<file path="src/rtl/hazard_ctrl_if.sv">
// rtl/hazard_ctrl_if.sv - hazard_ctrl pipeline-control bus; HAZ_PERF_EN adds stall_cnt/flush_cnt
interface hazard_ctrl_if;
    logic [4:0] rs1D;
    logic [4:0] rs2D;
    logic [4:0] rs1E;
    logic [4:0] rs2E;
    logic [4:0] rdE;
    logic [4:0] rdM;
    logic [4:0] rdW;
    logic       regwriteM;
    logic       regwriteW;
    logic       memtoregE;
    logic       pcsrcE;
    logic       mdstartE;
    logic [1:0] fwdaE;
    logic [1:0] fwdbE;
    logic       stallF;
    logic       stallD;
    logic       stallE;
    logic       flushD;
    logic       flushE;
    logic       flushM;
    logic       mdbusy;
    logic       mdvalidE;
`ifdef HAZ_PERF_EN
    logic [31:0] stall_cnt;
    logic [31:0] flush_cnt;
`endif

    modport master (
        output rs1D, rs2D, rs1E, rs2E, rdE, rdM, rdW,
        output regwriteM, regwriteW, memtoregE, pcsrcE, mdstartE,
        input  fwdaE, fwdbE, stallF, stallD, stallE,
        input  flushD, flushE, flushM, mdbusy, mdvalidE
`ifdef HAZ_PERF_EN
        , input stall_cnt, flush_cnt
`endif
    );

    modport slave (
        input  rs1D, rs2D, rs1E, rs2E, rdE, rdM, rdW,
        input  regwriteM, regwriteW, memtoregE, pcsrcE, mdstartE,
        output fwdaE, fwdbE, stallF, stallD, stallE,
        output flushD, flushE, flushM, mdbusy, mdvalidE
`ifdef HAZ_PERF_EN
        , output stall_cnt, flush_cnt
`endif
    );
endinterface

</file>
<file path="src/rtl/hazard_ctrl.sv">
// rtl/hazard_ctrl.sv - xgriscv forwarding/stall/flush sequencer; HAZ_PERF_EN enables stall/flush counters
module hazard_ctrl #(
    parameter int unsigned MD_LAT = 32,
    parameter int unsigned CNT_W  = 6
) (
    input  logic         clk,
    input  logic         reset,
    hazard_ctrl_if.slave bus
);
    typedef enum logic {IDLE, BUSY} state_t;

    localparam logic [CNT_W-1:0] MD_INIT = CNT_W'(MD_LAT - 1);

    state_t           state_q, state_d;
    logic [CNT_W-1:0] cnt_q, cnt_d;

    logic [1:0] fwda, fwdb;
    logic       stall_f, stall_d, stall_e;
    logic       flush_d, flush_e, flush_m;
    logic       md_busy, md_valid;
    logic       load_use;

    // MEM result is younger than WB, so it wins when both match
    always_comb begin
        fwda = 2'b00;
        fwdb = 2'b00;
        if (bus.regwriteM && bus.rdM != 5'd0 && bus.rdM == bus.rs1E)
            fwda = 2'b10;
        else if (bus.regwriteW && bus.rdW != 5'd0 && bus.rdW == bus.rs1E)
            fwda = 2'b01;
        if (bus.regwriteM && bus.rdM != 5'd0 && bus.rdM == bus.rs2E)
            fwdb = 2'b10;
        else if (bus.regwriteW && bus.rdW != 5'd0 && bus.rdW == bus.rs2E)
            fwdb = 2'b01;
    end

    assign load_use = bus.memtoregE && bus.rdE != 5'd0 &&
                      (bus.rdE == bus.rs1D || bus.rdE == bus.rs2D);

    always_comb begin
        state_d  = state_q;
        cnt_d    = cnt_q;
        stall_f  = 1'b0;
        stall_d  = 1'b0;
        stall_e  = 1'b0;
        flush_d  = 1'b0;
        flush_e  = 1'b0;
        flush_m  = 1'b0;
        md_busy  = 1'b0;
        md_valid = 1'b0;
        unique case (state_q)
            IDLE: begin
                if (bus.pcsrcE) begin
                    flush_d = 1'b1;
                    flush_e = 1'b1;
                end else if (bus.mdstartE) begin
                    stall_f = 1'b1;
                    stall_d = 1'b1;
                    stall_e = 1'b1;
                    flush_m = 1'b1;
                    md_busy = 1'b1;
                    state_d = BUSY;
                    cnt_d   = MD_INIT;
                end else if (load_use) begin
                    stall_f = 1'b1;
                    stall_d = 1'b1;
                    flush_e = 1'b1;
                end
            end
            BUSY: begin
                // pipeline is frozen here, so branch and load-use inputs are stale
                if (cnt_q != '0) begin
                    stall_f = 1'b1;
                    stall_d = 1'b1;
                    stall_e = 1'b1;
                    flush_m = 1'b1;
                    md_busy = 1'b1;
                    cnt_d   = cnt_q - 1'b1;
                end else begin
                    md_valid = 1'b1;
                    state_d  = IDLE;
                end
            end
            default: begin
                state_d = IDLE;
                cnt_d   = '0;
            end
        endcase
    end

    always_ff @(posedge clk or negedge reset) begin
        if (!reset) begin
            state_q <= IDLE;
            cnt_q   <= '0;
        end else begin
            state_q <= state_d;
            cnt_q   <= cnt_d;
        end
    end

    assign bus.fwdaE    = fwda;
    assign bus.fwdbE    = fwdb;
    assign bus.stallF   = stall_f;
    assign bus.stallD   = stall_d;
    assign bus.stallE   = stall_e;
    assign bus.flushD   = flush_d;
    assign bus.flushE   = flush_e;
    assign bus.flushM   = flush_m;
    assign bus.mdbusy   = md_busy;
    assign bus.mdvalidE = md_valid;

`ifdef HAZ_PERF_EN
    logic [31:0] stall_cnt_q, stall_cnt_d;
    logic [31:0] flush_cnt_q, flush_cnt_d;

    always_comb begin
        stall_cnt_d = stall_cnt_q + 32'(stall_f);
        flush_cnt_d = flush_cnt_q + 32'(flush_e);
    end

    always_ff @(posedge clk or negedge reset) begin
        if (!reset) begin
            stall_cnt_q <= '0;
            flush_cnt_q <= '0;
        end else begin
            stall_cnt_q <= stall_cnt_d;
            flush_cnt_q <= flush_cnt_d;
        end
    end

    assign bus.stall_cnt = stall_cnt_q;
    assign bus.flush_cnt = flush_cnt_q;
`endif
endmodule

</file>
<file path="src/flat_wrapper.sv">
// flat-port wrapper written by rule: the top's interface ports become plain ports
module hazard_ctrl_flat 
#(
    parameter int unsigned MD_LAT = 32,
    parameter int unsigned CNT_W  = 6
)
  (clk, reset, bus_rs1D, bus_rs2D, bus_rs1E, bus_rs2E, bus_rdE, bus_rdM, bus_rdW, bus_regwriteM, bus_regwriteW, bus_memtoregE, bus_pcsrcE, bus_mdstartE, bus_fwdaE, bus_fwdbE, bus_stallF, bus_stallD, bus_stallE, bus_flushD, bus_flushE, bus_flushM, bus_mdbusy, bus_mdvalidE);
  hazard_ctrl_if bus_i ();
  input  logic clk;
  input  logic reset;
  input wire logic [$bits(bus_i.rs1D)-1:0] bus_rs1D;
  input wire logic [$bits(bus_i.rs2D)-1:0] bus_rs2D;
  input wire logic [$bits(bus_i.rs1E)-1:0] bus_rs1E;
  input wire logic [$bits(bus_i.rs2E)-1:0] bus_rs2E;
  input wire logic [$bits(bus_i.rdE)-1:0] bus_rdE;
  input wire logic [$bits(bus_i.rdM)-1:0] bus_rdM;
  input wire logic [$bits(bus_i.rdW)-1:0] bus_rdW;
  input wire logic [$bits(bus_i.regwriteM)-1:0] bus_regwriteM;
  input wire logic [$bits(bus_i.regwriteW)-1:0] bus_regwriteW;
  input wire logic [$bits(bus_i.memtoregE)-1:0] bus_memtoregE;
  input wire logic [$bits(bus_i.pcsrcE)-1:0] bus_pcsrcE;
  input wire logic [$bits(bus_i.mdstartE)-1:0] bus_mdstartE;
  output wire logic [$bits(bus_i.fwdaE)-1:0] bus_fwdaE;
  output wire logic [$bits(bus_i.fwdbE)-1:0] bus_fwdbE;
  output wire logic [$bits(bus_i.stallF)-1:0] bus_stallF;
  output wire logic [$bits(bus_i.stallD)-1:0] bus_stallD;
  output wire logic [$bits(bus_i.stallE)-1:0] bus_stallE;
  output wire logic [$bits(bus_i.flushD)-1:0] bus_flushD;
  output wire logic [$bits(bus_i.flushE)-1:0] bus_flushE;
  output wire logic [$bits(bus_i.flushM)-1:0] bus_flushM;
  output wire logic [$bits(bus_i.mdbusy)-1:0] bus_mdbusy;
  output wire logic [$bits(bus_i.mdvalidE)-1:0] bus_mdvalidE;
  assign bus_i.rs1D = bus_rs1D;
  assign bus_i.rs2D = bus_rs2D;
  assign bus_i.rs1E = bus_rs1E;
  assign bus_i.rs2E = bus_rs2E;
  assign bus_i.rdE = bus_rdE;
  assign bus_i.rdM = bus_rdM;
  assign bus_i.rdW = bus_rdW;
  assign bus_i.regwriteM = bus_regwriteM;
  assign bus_i.regwriteW = bus_regwriteW;
  assign bus_i.memtoregE = bus_memtoregE;
  assign bus_i.pcsrcE = bus_pcsrcE;
  assign bus_i.mdstartE = bus_mdstartE;
  assign bus_fwdaE = bus_i.fwdaE;
  assign bus_fwdbE = bus_i.fwdbE;
  assign bus_stallF = bus_i.stallF;
  assign bus_stallD = bus_i.stallD;
  assign bus_stallE = bus_i.stallE;
  assign bus_flushD = bus_i.flushD;
  assign bus_flushE = bus_i.flushE;
  assign bus_flushM = bus_i.flushM;
  assign bus_mdbusy = bus_i.mdbusy;
  assign bus_mdvalidE = bus_i.mdvalidE;
  hazard_ctrl #(.MD_LAT(MD_LAT), .CNT_W(CNT_W)) u_core (.clk(clk), .reset(reset), .bus(bus_i));
endmodule
</file>
<file path="config.mk">
export PLATFORM = sky130hd
export DESIGN_NAME = hazard_ctrl_flat
export DESIGN_NICKNAME = d
export VERILOG_FILES = /design/src/rtl/hazard_ctrl_if.sv /design/src/rtl/hazard_ctrl.sv /design/src/flat_wrapper.sv
export SDC_FILE = /design/constraint.sdc
export NUM_CORES = 1
export LEC_CHECK = 0
export BUFFER_PORTS_ARGS = -buffer_cell sky130_fd_sc_hd__buf_4
export CORE_ASPECT_RATIO = 1.25
export CORE_MARGIN = 5
export CORE_UTILIZATION = 37
export DETAILED_ROUTE_END_ITERATION = 10
export HOLD_SLACK_MARGIN = 0.1
export MAX_ROUTING_LAYER = met4
export PLACE_DENSITY = 0.74
export REMOVE_ABC_BUFFERS = 1
export SLEW_MARGIN = 15
export SYNTH_ARGS = -nofsm -noshare
export SYNTH_HDL_FRONTEND = slang
export SYNTH_SLANG_ARGS = --single-unit
</file>
<file path="constraint.sdc">
create_clock -name clk -period 1.4 [get_ports clk]
set_input_delay 0.07 -clock clk [delete_from_list [all_inputs] [get_ports clk]]
set_output_delay 0.07 -clock clk [all_outputs]
set_load 0.01 [all_outputs]
</file>
==> run summary <==
PLACEMENT
---------------------------------------------------------------------------------
HPWL after detailed placement                                             2150 µm
Port bufs                                                                      53
Final weighted congestion of routability-driven global placement            0.789
Post-placement cell count                                                     182

FLOORPLAN
---------------------------------------------------------------------------------
Standard-cell row count                                                        19
Starting density of the core                                                37.7%
Y dimension of the die                                                    62.2 µm
Area of the die                                                       0.00322 mm²
Placeable core region                                                 0.00214 mm²
Die X                                                                     51.8 µm
Number of I/O pins                                                             54

SYNTH
---------------------------------------------------------------------------------
Synthesized cell area                                                     807 µm²
Gate count after technology mapping                                            95
Average cell area after synthesis                                        8.49 µm²
Flip-flop and latch count after synthesis                                       7
Number of unique standard cell types used by synthesis                         27
Part of the Yosys area used for sequential elements                         21.7%
Number of synthesis warnings                                                    0

WORST SETUP PATH
---------------------------------------------------------------------------------
Required time at the worst-slack endpoint                                 1330 ps
Maximum fanout along the worst path                                             4
Endpoint of the worst-slack reg-to-reg timing path                   u_core.cnt_q[2]
Critical path class                                                       reg2out
Worst setup path endpoint                                              bus_stallF
Slack of the worst reg-to-reg path                                        -350 ps
Arrival time at the worst endpoint                                        1680 ps
Launching element of the worst setup path                            u_core.cnt_q[4]
Crit path capture type                                               primary output
Reg2Reg Depth                                                                   7
RR Startpoint                                                        u_core.cnt_q[4]
Startpoint kind of the worst setup timing path                           register

STA
---------------------------------------------------------------------------------
Worst Tran Pin Value                                                       335 ps
Post-layout minimum cycle time                                            1750 ps
Hold Violations, Final                                                          0
Worst clock skew on the final layout                                      6.48 ps
Fmax achieved                                                           0.572 GHz
Final setup violation count                                                    14
Worst slew slack as a fraction of its limit                                 77.5%
Final worst path period share                                                125%
Slew Viols, Final                                                               0
Post-route setup slack                                                    -348 ps
Final worst hold slack                                                     171 ps
Setup repair after global routing missed its margin                          true

ROUTING
---------------------------------------------------------------------------------
Wirelength per Cell                                                       16.6 µm
DRC errors left                                                                 0
Routed vias/inst                                                             5.27
DR vias                                                                      1059
Count of TritonRoute iterations in the first routing pass                       4
Routed Antenna Nets                                                             0
Total Routed Length                                                       3340 µm
Number of DRC violations after detailed-routing iteration 0                    26

CTS
---------------------------------------------------------------------------------
Clock latency of the later-clocked register in the worst-skew pair         260 ps
Clock-pin transition on the worst setup and hold timing paths               50 ps
Longest Clk Path Bufs                                                           2
Number of sinks driven by the clock tree                                        7
Clock tree root buffer cell                                          sky130_fd_sc_hd__clkbuf_4
Clock tree from TritonCTS                                                     yes
Clock buffers created by TritonCTS                                              3
Level count of the clock H-tree                                                 1

LAYOUT
---------------------------------------------------------------------------------
Final cell count without fillers                                              201
Net total in the final layout                                                 225
Fraction of layout cells with a size suffix above 1                         60.6%
Area growth syn-to-layout                                                    105%
Count of inserted antenna diode cells                                           0

GLOBAL ROUTE
---------------------------------------------------------------------------------
Total routing resource utilization after global routing                     19.0%
Wire length of the first global-routing pass                              4570 µm
Number of antenna violations at the first check in global routing               0
Vias in the first global route                                               1068
Maximum number of pins on one net before global-route repair                    9
Total gr overflow                                                               0

POWER
---------------------------------------------------------------------------------
Leakage power total                                                      0.770 nW
Power Density                                                         1380 mW/mm²
Maximum VDD drop                                                         0.911 mV

OUTCOME
---------------------------------------------------------------------------------
Result of the run                                                    finished with violations
Violated checks                                                      setup timing

HOLD PATH
---------------------------------------------------------------------------------
Hold-critical path depth                                                        4
Path type of the worst min-delay path                                      in2reg

JOB
---------------------------------------------------------------------------------
Max Cap Viol                                                                    0

-- critical path: stages, from the launching register on --
cell,delay [ps]
sky130_fd_sc_hd__dfrtp_1,380
sky130_fd_sc_hd__or3_4,430
sky130_fd_sc_hd__o21a_4,250
sky130_fd_sc_hd__nor2_4,120
sky130_fd_sc_hd__o41ai_4,100
sky130_fd_sc_hd__buf_4,150
-- flip-flops by register name, indices dropped and copies added, names as in the netlist --
| register | cells |
|---|---|
| u_core.state_q | 1 |
| u_core.cnt_q | 6 |
-- report_power, final --
part / total, mW / switching, mW / leakage, nW / internal (mW)
Clock: 0.187 / 0.0782 / 0.0150 / 0.109
Sequential: 0.379 / 0.0708 / 0.0785 / 0.309
Combinational: 1.73 / 0.758 / 0.676 / 0.968
Total: 2.29 / 0.907 / 0.770 / 1.39
-- Yosys cell counts --
master / number / area [µm²]
sky130_fd_sc_hd__a21oi_1: 2 / 10.0
sky130_fd_sc_hd__a22oi_1: 1 / 7.51
sky130_fd_sc_hd__and2_1: 1 / 6.26
sky130_fd_sc_hd__and3_1: 1 / 6.26
sky130_fd_sc_hd__buf_4: 3 / 22.5
sky130_fd_sc_hd__dfrtp_1: 7 / 175
sky130_fd_sc_hd__ha_1: 2 / 25.0
sky130_fd_sc_hd__inv_1: 4 / 15.0
sky130_fd_sc_hd__mux2i_1: 3 / 30.0
sky130_fd_sc_hd__nand2_1: 2 / 7.51
sky130_fd_sc_hd__nand2b_1: 1 / 6.26
sky130_fd_sc_hd__nand3_1: 3 / 15.0
sky130_fd_sc_hd__nor2_1: 7 / 26.3
sky130_fd_sc_hd__nor2b_1: 1 / 6.26
sky130_fd_sc_hd__nor3_1: 4 / 20.0
sky130_fd_sc_hd__nor4_1: 3 / 18.8
sky130_fd_sc_hd__nor4_2: 2 / 25.0
sky130_fd_sc_hd__o21a_1: 1 / 7.51
sky130_fd_sc_hd__o21ai_0: 5 / 25.0
sky130_fd_sc_hd__o21ai_1: 2 / 10.0
sky130_fd_sc_hd__o21bai_1: 1 / 7.51
sky130_fd_sc_hd__o41ai_1: 1 / 8.76
sky130_fd_sc_hd__or3_1: 1 / 6.26
sky130_fd_sc_hd__or3_4: 1 / 11.3
sky130_fd_sc_hd__or4_1: 6 / 45.0
sky130_fd_sc_hd__xnor2_1: 6 / 52.6
sky130_fd_sc_hd__xor2_1: 24 / 210
-- how the worst min path moves through the flow --
stage               startpoint         endpoint
finish              bus_pcsrcE  u_core.cnt_q[2]
global route        bus_pcsrcE  u_core.cnt_q[2]
CTS                 bus_pcsrcE  u_core.cnt_q[2]
detailed placement       reset  u_core.cnt_q[5]
global placement         reset  u_core.cnt_q[5]
floorplan                reset  u_core.cnt_q[0]
-- metal layers --
metal	global-route usage [%]	part of all wire [%]	vias up
met3	3.11	7.8	4
met5	-	0	-
li1	-	-	502
met2	35.0	54	64
met1	19.1	36	489
met4	7.87	1.4	0
-- cell families after synthesis --
group	count (synthesis)	share of synthesized area, %
adder cells (fa/ha/maj)	2	3.10
XOR/XNOR	30	32.6
buffers and inverters	7	4.65
AND/OR/NAND/NOR	33	24.8
multiplexers	3	3.72
AO/OA/AOI/OAI	13	9.46
flip-flops	7	21.7
-- final cells by class --
| type | instances | area [µm²] |
|---|---|---|
| repair buffers | 84 | 684 |
| clock buffers | 4 | 26.3 |
| inverters | 4 | 15.0 |
| fillers | 139 | 484 |
| multi-input cells | 81 | 727 |
| flip-flops and latches | 7 | 176 |
| well taps | 21 | 26.3 |
-- cell usage in the layout (no fill, tap or decap), drive strengths merged --
cell type,instances
and2,1
a22oi,1
nand2b,1
o21ai,7
nand3,3
buf,82
a21oi,2
xor2,24
or3,2
and3,1
nor4,5
nor2b,1
mux2i,3
inv,4
nand2,2
nor3,4
o21bai,1
ha,2
or4,6
o21a,1
dlygate4sd3,2
xnor2,6
nor2,7
dfrtp,7
clkbuf,4
o41ai,1
-- per-stage QoR --
stage | setup slack, ps | power (mW) | area [µm²] | TNS [ps] | utilization (%)
after floorplan | -104 | 0.803 | 785 | -145 | -
after global placement | -87.1 | 1.35 | 1330 | -476 | 62.1
after detailed placement | -125 | 1.38 | 1330 | -815 | 62.1
after CTS | -309 | 1.82 | 1500 | -2390 | 70.1
after global routing | -409 | 2.42 | 1660 | -4240 | 77.4
final | -348 | 2.29 | 1660 | -3470 | 77.4
-- timing repair --
item	in CTS	in global routing
endpoints found under the hold margin	8	0
buffers inserted	6	7
pin swaps	11	9
endpoints found under the setup margin	17	17
hold buffers	2	0
resized for setup	21	22
(Power assumes the default switching activity.)
